<file path="src/rtl/cpu_exec_ctrl_pkg.sv">
// Shared encodings for the CPU run/halt sequencer: FSM state codes and
// halt-cause codes, both as seen on the 2-bit state/haltCause outputs.
package exec_ctrl_pkg;

  localparam logic [1:0] ST_RESET = 2'd0;
  localparam logic [1:0] ST_HALT  = 2'd1;
  localparam logic [1:0] ST_RUN   = 2'd2;
  localparam logic [1:0] ST_STEP  = 2'd3;

  localparam logic [1:0] CAUSE_NONE = 2'd0;
  localparam logic [1:0] CAUSE_STOP = 2'd1;
  localparam logic [1:0] CAUSE_HLT  = 2'd2;
  localparam logic [1:0] CAUSE_BP   = 2'd3;

endpackage

</file>
<file path="src/rtl/cpu_exec_ctrl_if.sv">
// Bundle of the sequencer's control, CPU-facing and status signals.
// master = the sequencer itself, slave = clock control / debug / CPU side.
interface cpu_exec_ctrl_if #(
  parameter int PC_W  = 8,
  parameter int CNT_W = 16
);

  logic             ceIn;
  logic             runReq;
  logic             stopReq;
  logic             stepReq;
  logic             cpuRstReq;
  logic             haltIn;
  logic [PC_W-1:0]  pc;
  logic             bpEn;
  logic [PC_W-1:0]  bpAddr;
  logic             cpuCe;
  logic             cpuRst;
  logic [1:0]       state;
  logic [1:0]       haltCause;
  logic [CNT_W-1:0] cycleCnt;

  modport master (
    input  ceIn, runReq, stopReq, stepReq, cpuRstReq, haltIn, pc, bpEn, bpAddr,
    output cpuCe, cpuRst, state, haltCause, cycleCnt
  );

  modport slave (
    output ceIn, runReq, stopReq, stepReq, cpuRstReq, haltIn, pc, bpEn, bpAddr,
    input  cpuCe, cpuRst, state, haltCause, cycleCnt
  );

endinterface

</file>
<file path="src/rtl/cpu_exec_ctrl_sat_counter.sv">
// Saturating up-counter: increments on inc, holds at all-ones, clr wins.
module sat_counter #(
  parameter int W = 16
) (
  input  logic         clk,
  input  logic         rstN,
  input  logic         inc,
  input  logic         clr,
  output logic [W-1:0] value
);

  // Count up on inc, stick at all-ones, synchronous clear has priority.
  always_ff @(posedge clk or negedge rstN) begin
    if (!rstN) begin
      value <= '0;
    end else if (clr) begin
      value <= '0;
    end else if (inc && (value != {W{1'b1}})) begin
      value <= value + W'(1);
    end
  end

endmodule

</file>
<file path="src/rtl/cpu_exec_ctrl.sv">
// Run/halt sequencer between the clock-enable generator and the CPU core.
// Gates ceIn into cpuCe, sequences a timed CPU reset, halts on stop / HLT /
// breakpoint, and supports run, resume and single-step.
module cpu_exec_ctrl
  import exec_ctrl_pkg::*;
#(
  parameter int PC_W       = 8,
  parameter int CNT_W      = 16,
  parameter int RST_CYCLES = 16,
  parameter int AUTO_RUN   = 0
) (
  input logic             clk,
  input logic             rstN,
  cpu_exec_ctrl_if.master bus
);

  localparam int RC_W = (RST_CYCLES > 1) ? $clog2(RST_CYCLES) : 1;
  localparam logic [RC_W-1:0] RC_LAST = RC_W'(RST_CYCLES - 1);
  localparam logic [1:0] ST_AFTER_RST = (AUTO_RUN != 0) ? ST_RUN : ST_HALT;

  logic [1:0]       stateQ, stateD;
  logic [1:0]       causeQ, causeD;
  logic [RC_W-1:0]  rstCntQ, rstCntD;
  logic             bpSkipQ, bpSkipD;
  logic             cpuRstQ;
  logic             bpHit;
  logic             cpuCe;
  logic [CNT_W-1:0] cycleCnt;

  // Breakpoint match, masked for the first instruction after a resume.
  always_comb begin
    bpHit = bus.bpEn & (bus.pc == bus.bpAddr) & ~bpSkipQ;
  end

  // Gated CPU clock enable; zero latency relative to ceIn.
  always_comb begin
    cpuCe = 1'b0;
    case (stateQ)
      ST_RUN:  cpuCe = bus.ceIn & ~bus.haltIn & ~bpHit & ~bus.stopReq;
      ST_STEP: cpuCe = bus.ceIn;
      default: cpuCe = 1'b0;
    endcase
  end

  // Next-state, reset-sequence counter, halt cause and breakpoint skip.
  always_comb begin
    stateD  = stateQ;
    causeD  = causeQ;
    rstCntD = rstCntQ;
    bpSkipD = bpSkipQ;
    if (bus.cpuRstReq) begin
      stateD  = ST_RESET;
      causeD  = CAUSE_NONE;
      rstCntD = '0;
      bpSkipD = 1'b0;
    end else begin
      // The breakpoint instruction has now executed; re-arm the match.
      if (cpuCe) bpSkipD = 1'b0;
      case (stateQ)
        ST_RESET: begin
          if (rstCntQ == RC_LAST) stateD = ST_AFTER_RST;
          else                    rstCntD = rstCntQ + RC_W'(1);
        end
        ST_RUN: begin
          if (bus.stopReq) begin
            stateD = ST_HALT;
            causeD = CAUSE_STOP;
          end else if (bus.ceIn && bus.haltIn) begin
            stateD = ST_HALT;
            causeD = CAUSE_HLT;
          end else if (bus.ceIn && bpHit) begin
            stateD = ST_HALT;
            causeD = CAUSE_BP;
          end
        end
        ST_HALT: begin
          // A halted CPU (HLT level) cannot be resumed or stepped.
          if (!bus.stopReq && !bus.haltIn) begin
            if (bus.runReq) begin
              stateD  = ST_RUN;
              bpSkipD = 1'b1;
            end else if (bus.stepReq) begin
              stateD  = ST_STEP;
              bpSkipD = 1'b1;
            end
          end
        end
        ST_STEP: begin
          if (bus.ceIn) begin
            stateD = ST_HALT;
            causeD = CAUSE_STOP;
          end
        end
        default: stateD = ST_RESET;
      endcase
    end
  end

  // Control registers; cpuRst is registered from the next state.
  always_ff @(posedge clk or negedge rstN) begin
    if (!rstN) begin
      stateQ  <= ST_RESET;
      causeQ  <= CAUSE_NONE;
      rstCntQ <= '0;
      bpSkipQ <= 1'b0;
      cpuRstQ <= 1'b1;
    end else begin
      stateQ  <= stateD;
      causeQ  <= causeD;
      rstCntQ <= rstCntD;
      bpSkipQ <= bpSkipD;
      cpuRstQ <= (stateD == ST_RESET);
    end
  end

  sat_counter #(.W(CNT_W)) uCycleCnt (
    .clk   (clk),
    .rstN  (rstN),
    .inc   (cpuCe),
    .clr   (bus.cpuRstReq),
    .value (cycleCnt)
  );

  assign bus.cpuCe     = cpuCe;
  assign bus.cpuRst    = cpuRstQ;
  assign bus.state     = stateQ;
  assign bus.haltCause = causeQ;
  assign bus.cycleCnt  = cycleCnt;

endmodule

</file>
<file path="src/flat_wrapper.sv">
// flat-port wrapper written by rule: the top's interface ports become plain ports
module cpu_exec_ctrl_flat import exec_ctrl_pkg::*;
#(
  parameter int PC_W       = 8,
  parameter int CNT_W      = 16,
  parameter int RST_CYCLES = 16,
  parameter int AUTO_RUN   = 0
)
  (clk, rstN, bus_ceIn, bus_runReq, bus_stopReq, bus_stepReq, bus_cpuRstReq, bus_haltIn, bus_pc, bus_bpEn, bus_bpAddr, bus_cpuCe, bus_cpuRst, bus_state, bus_haltCause, bus_cycleCnt);
  cpu_exec_ctrl_if #(.PC_W(PC_W), .CNT_W(CNT_W)) bus_i ();
  input logic clk;
  input logic rstN;
  input wire logic [$bits(bus_i.ceIn)-1:0] bus_ceIn;
  input wire logic [$bits(bus_i.runReq)-1:0] bus_runReq;
  input wire logic [$bits(bus_i.stopReq)-1:0] bus_stopReq;
  input wire logic [$bits(bus_i.stepReq)-1:0] bus_stepReq;
  input wire logic [$bits(bus_i.cpuRstReq)-1:0] bus_cpuRstReq;
  input wire logic [$bits(bus_i.haltIn)-1:0] bus_haltIn;
  input wire logic [$bits(bus_i.pc)-1:0] bus_pc;
  input wire logic [$bits(bus_i.bpEn)-1:0] bus_bpEn;
  input wire logic [$bits(bus_i.bpAddr)-1:0] bus_bpAddr;
  output wire logic [$bits(bus_i.cpuCe)-1:0] bus_cpuCe;
  output wire logic [$bits(bus_i.cpuRst)-1:0] bus_cpuRst;
  output wire logic [$bits(bus_i.state)-1:0] bus_state;
  output wire logic [$bits(bus_i.haltCause)-1:0] bus_haltCause;
  output wire logic [$bits(bus_i.cycleCnt)-1:0] bus_cycleCnt;
  assign bus_i.ceIn = bus_ceIn;
  assign bus_i.runReq = bus_runReq;
  assign bus_i.stopReq = bus_stopReq;
  assign bus_i.stepReq = bus_stepReq;
  assign bus_i.cpuRstReq = bus_cpuRstReq;
  assign bus_i.haltIn = bus_haltIn;
  assign bus_i.pc = bus_pc;
  assign bus_i.bpEn = bus_bpEn;
  assign bus_i.bpAddr = bus_bpAddr;
  assign bus_cpuCe = bus_i.cpuCe;
  assign bus_cpuRst = bus_i.cpuRst;
  assign bus_state = bus_i.state;
  assign bus_haltCause = bus_i.haltCause;
  assign bus_cycleCnt = bus_i.cycleCnt;
  cpu_exec_ctrl #(.PC_W(PC_W), .CNT_W(CNT_W), .RST_CYCLES(RST_CYCLES), .AUTO_RUN(AUTO_RUN)) u_core (.clk(clk), .rstN(rstN), .bus(bus_i));
endmodule
</file>
<file path="config.mk">
export PLATFORM = sky130hd
export DESIGN_NAME = cpu_exec_ctrl_flat
export DESIGN_NICKNAME = d
export VERILOG_FILES = /design/src/rtl/cpu_exec_ctrl_pkg.sv /design/src/rtl/cpu_exec_ctrl_if.sv /design/src/rtl/cpu_exec_ctrl_sat_counter.sv /design/src/rtl/cpu_exec_ctrl.sv /design/src/flat_wrapper.sv
export SDC_FILE = /design/constraint.sdc
export NUM_CORES = 1
export LEC_CHECK = 0
export ABC_AREA = 1
export BUFFER_PORTS_ARGS = -buffer_cell sky130_fd_sc_hd__buf_2
export CAP_MARGIN = 20
export CORE_MARGIN = 4
export CORE_UTILIZATION = 42
export CTS_BUF_LIST = sky130_fd_sc_hd__clkbuf_8
export DETAILED_ROUTE_END_ITERATION = 10
export PLACE_DENSITY_LB_ADDON = 0.05
export SLEW_MARGIN = 20
export SYNTH_ARGS = -nofsm -noshare
export SYNTH_HDL_FRONTEND = slang
export SYNTH_HIERARCHICAL = 1
export SYNTH_SLANG_ARGS = --single-unit
</file>
<file path="constraint.sdc">
create_clock -name clk -period 1.8 [get_ports clk]
set_input_delay 0.18 -clock clk [delete_from_list [all_inputs] [get_ports clk]]
set_output_delay 0.18 -clock clk [all_outputs]
set_load 0.01 [all_outputs]
</file>
Word level (Yosys, flattened, before mapping)
Cells that the tools add are included.

Bits of input ports: 25. Word-level logic and storage cells: 67. Register bits after elaboration: 26. Output and inout port bits: 22.

Bitwise operators: 9. Reduce and logical (&&, ||, !) cells: 13. Equal/unequal tests: 9. Mux-type cells: 28. Add/sub/neg operators: 2.

Operators with widths (count): 16-bit 2-to-1 mux (2); 2-bit 2-to-1 mux (14); 16-bit by 1-bit adder with 16-bit output (second input constant) (1); 16-bit inequality test (second input constant) (1); 4-bit 2-to-1 mux (3); 8-bit equality test (1); 2-bit case mux with 4 select lines (1); 1-bit 2-to-1 mux (6); 1-bit bitwise AND (5); 5-bit by 3-bit inequality test with 1-bit output (second input constant) (1); 4-bit by 1-bit adder with 4-bit output (second input constant) (1); 2-bit equality test (second input constant) (2); 4-bit equality test (second input constant) (1); 1-bit logical AND (4); 2-bit logical NOT (2); 1-bit inverter (4); 2-bit case mux with 2 select lines (1); 2-bit nonzero test (2); 3-bit inequality test (second input constant) (1); 3-bit AND reduction (1); 3-bit nonzero test (1); 2-bit by 1-bit equality test with 1-bit output (second input constant) (1); 1-bit logical NOT (2); 2-bit inequality test (second input constant) (1); 2 further kinds (2).

Logic depth before layout (Yosys ltp)
Gate-level depths: netlist (run 1).

Word-level depth: 13. Gate-level depth with buffers: 15. Gate-level depth less buffers: 14.

Modules after synthesis
The synthesis (run 1) kept the hierarchy.

Modules (own cells, without submodules): sat_counter (times used 1, area an instance 1037.2 sq um, sequential area each 400.4 sq um, cells an instance 144); cpu_exec_ctrl (times used 1, area an instance 680.7 sq um, sequential area each 251.5 sq um, cells an instance 105).

Worst setup path before layout (run 1)
No wires, ideal clock.

Path type: register to register. Start point: register u_core.stateQ[1], in the netlist u_core/bus.state[1]. End point: register u_core.uCycleCnt.value[2]. Setup slack: 231 ps. Data required time: 1734 ps. Clock period less this slack: 1569 ps. Path buffers: 1. Library setup time: 66 ps. Arrival: 1503 ps. Stages on the path, launching flop included: 11. Cell sequence: dfrtp_1 nand2_1 o21bai_1 nand2_1 nand2_1 inv_1 inv_1 nor2_1 buf_2 nand4_1 nand2_1.

Word-level cells in the longest chain between the ends: 4. Elaborated cells on any way between the ends: 5. Those cells by class: 2 x eq/ne; 1 x mux; 2 x reduce/logical.

RTL lines: from (decl) (RTL line cpu_exec_ctrl.sv:21) `logic [1:0] stateQ, stateD;`; from (signal assigned) (RTL line cpu_exec_ctrl.sv:108) `stateQ <= stateD;`; 2-bit equality test (RTL line cpu_exec_ctrl.sv:38) `case (stateQ)`; 1-bit case mux with 2 select lines * (RTL line cpu_exec_ctrl.sv:38); net bus_cpuCe (RTL line flat_wrapper.sv:22) `output wire logic [$bits(bus_i.cpuCe)-1:0] bus_cpuCe;`; 1-bit logical AND * (RTL line cpu_exec_ctrl_sat_counter.sv:18) `end else if (inc && (value != {W{1'b1}})) begin`; 2-bit nonzero test (no source line) *; to (signal assigned) (RTL line cpu_exec_ctrl_sat_counter.sv:19) `value <= value + W'(1);`; to (decl) (RTL line cpu_exec_ctrl_sat_counter.sv:9) `output logic [W-1:0] value`.

Mark *: on every way through the listed nets, which the timed path passes. The rest lies on a longest branch. A chain may end at the register's enable or synchronous reset.

Worst setup path in the final report (run 1)
Start point: register u_core.bpSkipQ. End point: output port bus_cpuCe.

Word-level cells in the longest chain between the ends: 6.

RTL lines: from (decl) (RTL line cpu_exec_ctrl.sv:24) `logic bpSkipQ, bpSkipD;`; from (signal assigned) (RTL line cpu_exec_ctrl.sv:111) `bpSkipQ <= bpSkipD;`; 1-bit inverter (RTL line cpu_exec_ctrl.sv:32) `bpHit = bus.bpEn & (bus.pc == bus.bpAddr) & ~bpSkipQ;`; 1-bit bitwise AND (RTL line cpu_exec_ctrl.sv:32); 1-bit inverter (RTL line cpu_exec_ctrl.sv:39) `ST_RUN: cpuCe = bus.ceIn & ~bus.haltIn & ~bpHit & ~bus.stopReq;`; 1-bit bitwise AND (2 in series) (RTL line cpu_exec_ctrl.sv:39); 1-bit case mux with 2 select lines (RTL line cpu_exec_ctrl.sv:38); to (decl) (RTL line flat_wrapper.sv:22).

Every way passes these cells.

==> impl_results.md, run 1 <==
- Final period utilization: 94.5%
- Clk pwr share: 40.9%
- Gr ovfl total: 0
- Die W: 72.0 um
- Final hold slack: 0.0882 ns
- DP HPWL: about 3100 um
- CP arrival: 1.52 ns
- CP required: 1.62 ns
- Logic gate share of total power: under 10%
- Status: complete, no violations
- Global-route wire length before repair: 7510 um
- Post-route ant nets: 0
- Mapped Cells: 249
- CTS tree: yes
- Buffers added on ports: 46
- CTS buffer count: 3
- Total die area: 5180 sq um
- Area after DPL: 2140 sq um
- Syn Nets: 276
- Crit path kind: flip-flop to primary output
- Ys Warns: 6
- CP Launch Type: flip-flop
- Most common cell after layout, fill and taps aside: nand2_1
- Die height: 72.0 um
- Clock buffer depth: 2
- Max-cap viol count: 0
- Hold Violations, Final: 0
- Post-route cell area: 2240 sq um
- Switching pwr: 261 uW
- Clock sink count: 26
- Rel. slew slack: 60.3%
- Drt initial violations: 84
- Synth cell types: 28
- RSZ-0062 raised after global routing: false
- DRC: 0
- Setup TNS: 0 ns
- Layout overhead on the synthesized area: 30.6%
- Mapped Avg Cell Area: 6.90 sq um
- Clk Tree Root Cell: clkbuf_8
- Vias: between 1,500 and 2,000
- Row cnt: 22
- VDD IR max: 369 uV
- Fmax: 0.588 GHz
- Layout Skew: 0.00151 ns
- Initial core utilization: 45.2%
- Pins Over Slew Limit: 0
- Sequential cell area: 652 sq um
- Core Box Area: 3800 sq um
- Seq/Total Area, Yosys: 37.9%
- Number of H-tree levels: 1
- WL per Instance: approximately 11 um
- # diodes: 0
- Multi-input logic area: 917 sq um
- Largest net degree at the start of global routing: 27
- Worst slew pin tran: 0.595 ns
- Initial antenna violation count: 0
- Nets: 348
- Fin crit period: 1.70 ns
- Clock slew at reported path FFs: 0.09 ns
- Fin worst setup slack: 0.0992 ns
- Switch share: a little over a fifth
- Ports: 47
- Wirelength, routed: 4210 um
- Seq pwr share: 49.7%
- Placer Congestion: 0.817
- Max FO, Critical Path: 2
- DRT Pass-1 Iters: 4
- Int Pwr: 932 uW
- Leakage power: 1.26 nW
- Share of cells above drive strength 1: between 20 and 30%
- Yosys reg bits: 26
- Total GRT Usage: between 10% and 20%
- Nature of the critical path endpoint: primary output
- Vias/cell: about 4.7
- Vias in the first global route: 1,761
- Cell Area, Synth: around 1700 sq um
- PD cells: 532 nW/um^2
- Worst-Skew Late Latency: 0.27 ns
- Finish-stage setup viols: 0
- # fillers: approximately 370
- Commonest cells after routing, fill and taps aside: nand2_1, buf_2, inv_1, nor2_1, dfrtp_1
- Worst slack at placement: -0.0983 ns
- Worst hold path class: input port to flip-flop
worst max-delay path: stages, from the launching register on:
cell and delay (ns):
dfrtp_1 0.39, inv_1 0.05, nand2_1 0.04, nor2_1 0.10
nand3_1 0.09, o21bai_1 0.13, nand2_1 0.07, nand2_2 0.06
inv_1 0.05, buf_4 0.14, buf_2 0.14
repair_timing:
| item | CTS | global route |
|---|---|---|
| endpoints found under the hold margin | 25 | 0 |
| setup buffers | 0 | 1 |
| setup endpoints to repair | 13 | 11 |
| resized for setup | 1 | 2 |
| hold buffers | 1 | 0 |
| pin swaps | 0 | 2 |
cell usage after synthesis:
cell type	number	share of area, %
o21bai_1	3	1.3
dfrtp_1	25	36
nand4_1	9	3.3
a21oi_1	7	2.0
nor2_4	2	1.3
inv_4	1	0.36
o21ai_4	1	0.95
nand2_4	2	1.3
nor4_4	1	1.2
dfstp_2	1	1.5
nand2_1	90	20
buf_12	1	1.2
xor2_1	3	1.5
inv_2	2	0.44
nor2_1	29	6.3
nand2_2	3	1.1
a31oi_1	1	0.36
ha_1	2	1.5
nand3_1	18	5.2
a211oi_1	1	0.44
buf_1	1	0.22
o2111ai_1	1	0.51
nor3_1	1	0.29
buf_2	1	0.29
inv_1	31	6.8
xnor2_1	4	2.0
or2_2	1	0.36
o21ai_0	7	2.0
layer usage:
| layer | part of all wire, % | routed length [um] | global-route usage, % | vias to the layer above |
|---|---|---|---|---|
| li1 | - | - | - | 924 |
| met1 | 49 | 2050 | 24.9 | 774 |
| met2 | 46 | 1920 | 28.8 | 39 |
| met3 | 4.8 | 202 | 2.91 | 4 |
| met4 | 0.86 | 36 | 3.55 | 0 |
| met5 | 0 | 0 | 0 | - |
power groups by stage:
stage | logic [mW] | clock network, mW | registers [mW]
detailed placement | 0.110 | 0 | 0.605
global route | 0.128 | 0.528 | 0.595
floorplan | 0.0553 | 0 | 0.604
CTS | 0.112 | 0.504 | 0.594
finish | 0.111 | 0.488 | 0.594
global placement | 0.109 | 0 | 0.605
flip-flops by register name, indices dropped and copies added (netlist names):
| signal | flops |
|---|---|
| u_core/bus.cpuRst | 1 |
| u_core/rstCntQ | 4 |
| u_core/bus.state | 2 |
| u_core/bpSkipQ | 1 |
| u_core/uCycleCnt/value | 16 |
| u_core/bus.haltCause | 2 |
path summary, 6_finish.rpt:
check                                                    from                                endpoint  slack, ns  cells after the start
worst max-delay path                 u_core/bpSkipQ$_DFF_PN0_                               bus_cpuCe        0.1                     10
worst min-delay path                               bus_runReq           u_core/bus.state[0]$_DFF_PN0_       0.09                      2
worst max register to register       u_core/bpSkipQ$_DFF_PN0_   u_core/uCycleCnt/value[9]$_DFFE_PN0P_       0.18                     14
worst min register to register  u_core/rstCntQ[3]$_DFFE_PN0P_           u_core/rstCntQ[3]$_DFFE_PN0P_       0.47                      1
max in group asynchronous                                rstN   u_core/uCycleCnt/value[1]$_DFFE_PN0P_       0.97                      2
min in group asynchronous                                rstN  u_core/uCycleCnt/value[14]$_DFFE_PN0P_       0.44                      2
cells by family (layout without fill, tap and decap cells):
logic type | count (synthesis) | count (layout) | synth area share (%)
flops | 26 | 26 | 37.9
simple gates | 156 | 156 | 40.1
compound gates | 21 | 21 | 7.65
fa+ha+maj | 2 | 2 | 1.46
xor+xnor | 7 | 7 | 3.57
buf+inv | 37 | 108 | 9.25
cell type report:
cell class / instances / share of cell area, %
Multi-Input combinational cell: 186 / 40.9
Sequential cell: 26 / 29.1
Timing Repair Buffer: 70 / 18.4
Inverter: 34 / 5.80
Tap cell: 48 / 2.68
Clock buffer: 3 / 1.84
Clock inverter: 1 / 1.34
metrics by stage:
stage	power [mW]	util (%)	instances
floorplan	0.660	-	249
global placement	0.714	56.5	362
detailed placement	0.715	56.5	362
CTS	1.21	58.7	367
global route	1.25	59.1	368
finish	1.19	59.1	368
No activity file was read; power rests on OpenSTA's default activity.
==> run 2, diff against run 1 <==
--- a/config.mk
+++ b/config.mk
@@ -8,6 +8,7 @@
 export ABC_AREA = 1
 export BUFFER_PORTS_ARGS = -buffer_cell sky130_fd_sc_hd__buf_2
 export CAP_MARGIN = 20
+export CORE_ASPECT_RATIO = 0.7
 export CORE_MARGIN = 4
 export CORE_UTILIZATION = 42
 export CTS_BUF_LIST = sky130_fd_sc_hd__clkbuf_8
==> run 2 against run 1 <==
Hold slack got worse by 0.013 ns. Sequential power barely moved. Clock power about the same. Critical path depth decreased by 1. Combinational power about the same. Setup slack improved by 0.076 ns. Register-to-register slack hardly changed. Clock skew rose by 0.0058 ns. Clock-buffer cell count did not move. Cell count is 0.54% lower. Largest cell class unchanged. Highest routed layer unchanged.
==> impl_results.md, run 2 (synthesized netlist as in run 1, its figures left out) <==
- Multi-input logic area: 917 sq um (unchanged)
- Global-route wire length before repair: 7130 um (-5.2%)
- CP Cell Sequence: inv_1, nand2_1, nor2_1, nand3_1, o21bai_1, nand2_1, nand2_2, inv_2, buf_2
- Max-cap viol count: 0 (unchanged)
- Initial antenna violation count: 0 (unchanged)
- Delay-heaviest family, CP: flip-flops
- Leakage power: 1.23 nW (-2.6%)
- Die W: 84.4 um (+17%)
- Layout overhead on the synthesized area: 28.3%
- Gr ovfl total: 0 (unchanged)
- Worst hold path class: input port to flip-flop
- Layout Skew: 0.00734 ns (+0.00582 ns)
- Share of cells above drive strength 1: 26.8% (-1.1 points)
- PD cells: 540 nW/um^2 (+1.5%)
- WL per Instance: 11.7 um (+2.6%)
- # fillers: 411 (+10%)
- Nature of the critical path endpoint: primary output
- Largest regs: u_core/uCycleCnt/value x16, u_core/rstCntQ x4
- Placer Congestion: 0.803 (-1.7%)
- Clock sink count: 26 (unchanged)
- CTS tree: yes
- Int Pwr: 931 uW (-0.13%)
- Area after DPL: 2110 sq um (-1.5%)
- CTS buffer count: 3 (unchanged)
- Post-route ant nets: 0 (unchanged)
- Clk Tree Root Cell: clkbuf_8
- # diodes: 0 (unchanged)
- DP HPWL: 3350 um (+7.4%)
- Ports: 47 (unchanged)
- Post-route cell area: 2200 sq um (-1.8%)
- Clk pwr share: 40.8% (about the same)
- Clock buffer depth: 2 (unchanged)
- Worst Path Buf+Inv: 3 (-1)
- Finish-stage setup viols: 0 (unchanged)
- Final period utilization: 90.2% (-4.2 points)
- Clock slew at reported path FFs: 0.09 ns (about the same)
- Pins Over Slew Limit: 0 (unchanged)
- Number of H-tree levels: 1 (unchanged)
- Sequential cell area: 652 sq um (unchanged)
- Drt initial violations: 83 (-1.2%)
- Hold Violations, Final: 0 (unchanged)
- CP required: 1.62 ns (about the same)
- Total GRT Usage: 17.2% (-0.48 points)
- Switch share: 21.7% (-0.15 points)
- DRC: 0 (unchanged)
- Rel. slew slack: 58.9% (-1.4 points)
- Seq pwr share: 49.9% (+0.2 points)
- Largest net degree at the start of global routing: 27 (unchanged)
- Switching pwr: 258 uW (-1.0%)
- Vias in the first global route: 1,486 (-16%)
- RSZ-0062 raised after global routing: false
- Row cnt: 19 (-14%)
- VDD IR max: 390 uV (+5.6%)
- Largest reg by FF count: u_core/uCycleCnt/value
- Vias/cell: 4.61 (-2.6%)
- Status: complete, no violations
- Fin util: 56.2% (-2.9 points)
- CP most frequent cell: nand2_1
- Buffers added on ports: 46 (unchanged)
- Die height: 61.5 um (-15%)
- Post-CTS Setup Inserts: 0 (unchanged)
- Total die area: 5190 sq um (+0.32%)
- Nets: 342 (-1.7%)
- Commonest cells after routing, fill and taps aside: nand2_1, buf_2, inv_1, nor2_1, dfrtp_1
- Max FO, Critical Path: 3 (+1)
- Max reg flops: 16 (unchanged)
- Worst-Skew Late Latency: 0.28 ns (about the same)
- CP max-delay cell: dfrtp_1
- Logic gate share of total power: 9.2% (about the same)
- Worst slew pin tran: 0.616 ns (+0.0207 ns)
- Crit path kind: flip-flop to primary output
- Most common cell after layout, fill and taps aside: nand2_1
- Critical Path Max Stage Delay: 0.39 ns (about the same)
- Vias: 1,686 (-3.2%)
- CP Launch Type: flip-flop
- Fmax: 0.616 GHz (+4.7%)
- DRT Pass-1 Iters: 5 (+1)
- Fin crit period: 1.62 ns (-0.0765 ns)
- CP arrival: 1.44 ns (-0.08 ns)
- Core Box Area: 3920 sq um (+3.3%)
- Wirelength, routed: 4300 um (+2.1%)
- Initial core utilization: 43.8% (-1.4 points)
[run 2: cell count changes in the layout (fill, tap and decap cells not counted)]
cell / before / now
buf_4: 23 / 17
inv_1: 31 / 30
inv_2: 2 / 3
[run 2: metal layers]
metal | up-vias | share of wire, % | GRT usage, %
li1 | 918 | - | -
met4 | 0 | 0.58 | 2.71
met3 | 5 | 7.2 | 4.14
met5 | - | 0 | 0
met2 | 47 | 38 | 25.2
met1 | 716 | 55 | 26.2
[run 2: path summary, 6_finish.rpt]
check                                                            from                                      to  slack, ns  cells past startpoint
min in group asynchronous                                        rstN           u_core/rstCntQ[2]$_DFFE_PN0P_       0.45                      2
worst max register to register  u_core/uCycleCnt/value[0]$_DFFE_PN0P_  u_core/uCycleCnt/value[12]$_DFFE_PN0P_       0.19                     10
worst min-delay path                                       bus_runReq           u_core/bus.state[0]$_DFF_PN0_       0.08                      2
worst max-delay path                         u_core/bpSkipQ$_DFF_PN0_                               bus_cpuCe       0.18                      9
max in group asynchronous                                        rstN   u_core/uCycleCnt/value[4]$_DFFE_PN0P_       0.95                      2
worst min register to register          u_core/rstCntQ[3]$_DFFE_PN0P_           u_core/rstCntQ[3]$_DFFE_PN0P_       0.48                      1
[run 2: repair_timing]
item	CTS	global route
hold endpoints to repair	25	0
resized for setup	1	3
gates cloned	0	0
pin swaps	0	1
endpoints found under the setup margin	13	15
hold buffers	1	0
[run 2: area by class of cell]
type,instances,share of cell area (%)
multi-input combinational,186,41.6
sequential,26,29.6
timing repair buffer,64,16.7
inverter,34,5.91
tap,52,2.95
clock buffer,3,1.87
clock inverter,1,1.36
[run 2: power by group through the flow]
| stage | combinational [mW] | sequential [mW] | clock [mW] |
|---|---|---|---|
| after global placement | 0.108 | 0.605 | 0 |
| after floorplan | 0.0553 | 0.604 | 0 |
| final | 0.110 | 0.594 | 0.486 |
| after CTS | 0.111 | 0.594 | 0.505 |
| after global routing | 0.126 | 0.595 | 0.520 |
| after detailed placement | 0.109 | 0.605 | 0 |
[run 2: stage by stage]
step | TNS [ns] | setup slack, ns | instances | hold slack, ns | power, mW
6_report | 0 | 0.176 | 366 | 0.0753 | 1.19
5_1_grt | 0 | 0.0201 | 366 | 0.0735 | 1.24
4_1_cts | 0 | 0.0298 | 366 | 0.0615 | 1.21
3_5_place_dp | -1.85 | -0.198 | 361 | 0.226 | 0.714
3_3_place_gp | -1.32 | -0.134 | 361 | 0.231 | 0.713
2_1_floorplan | 0 | 0.231 | 249 | -0.116 | 0.660
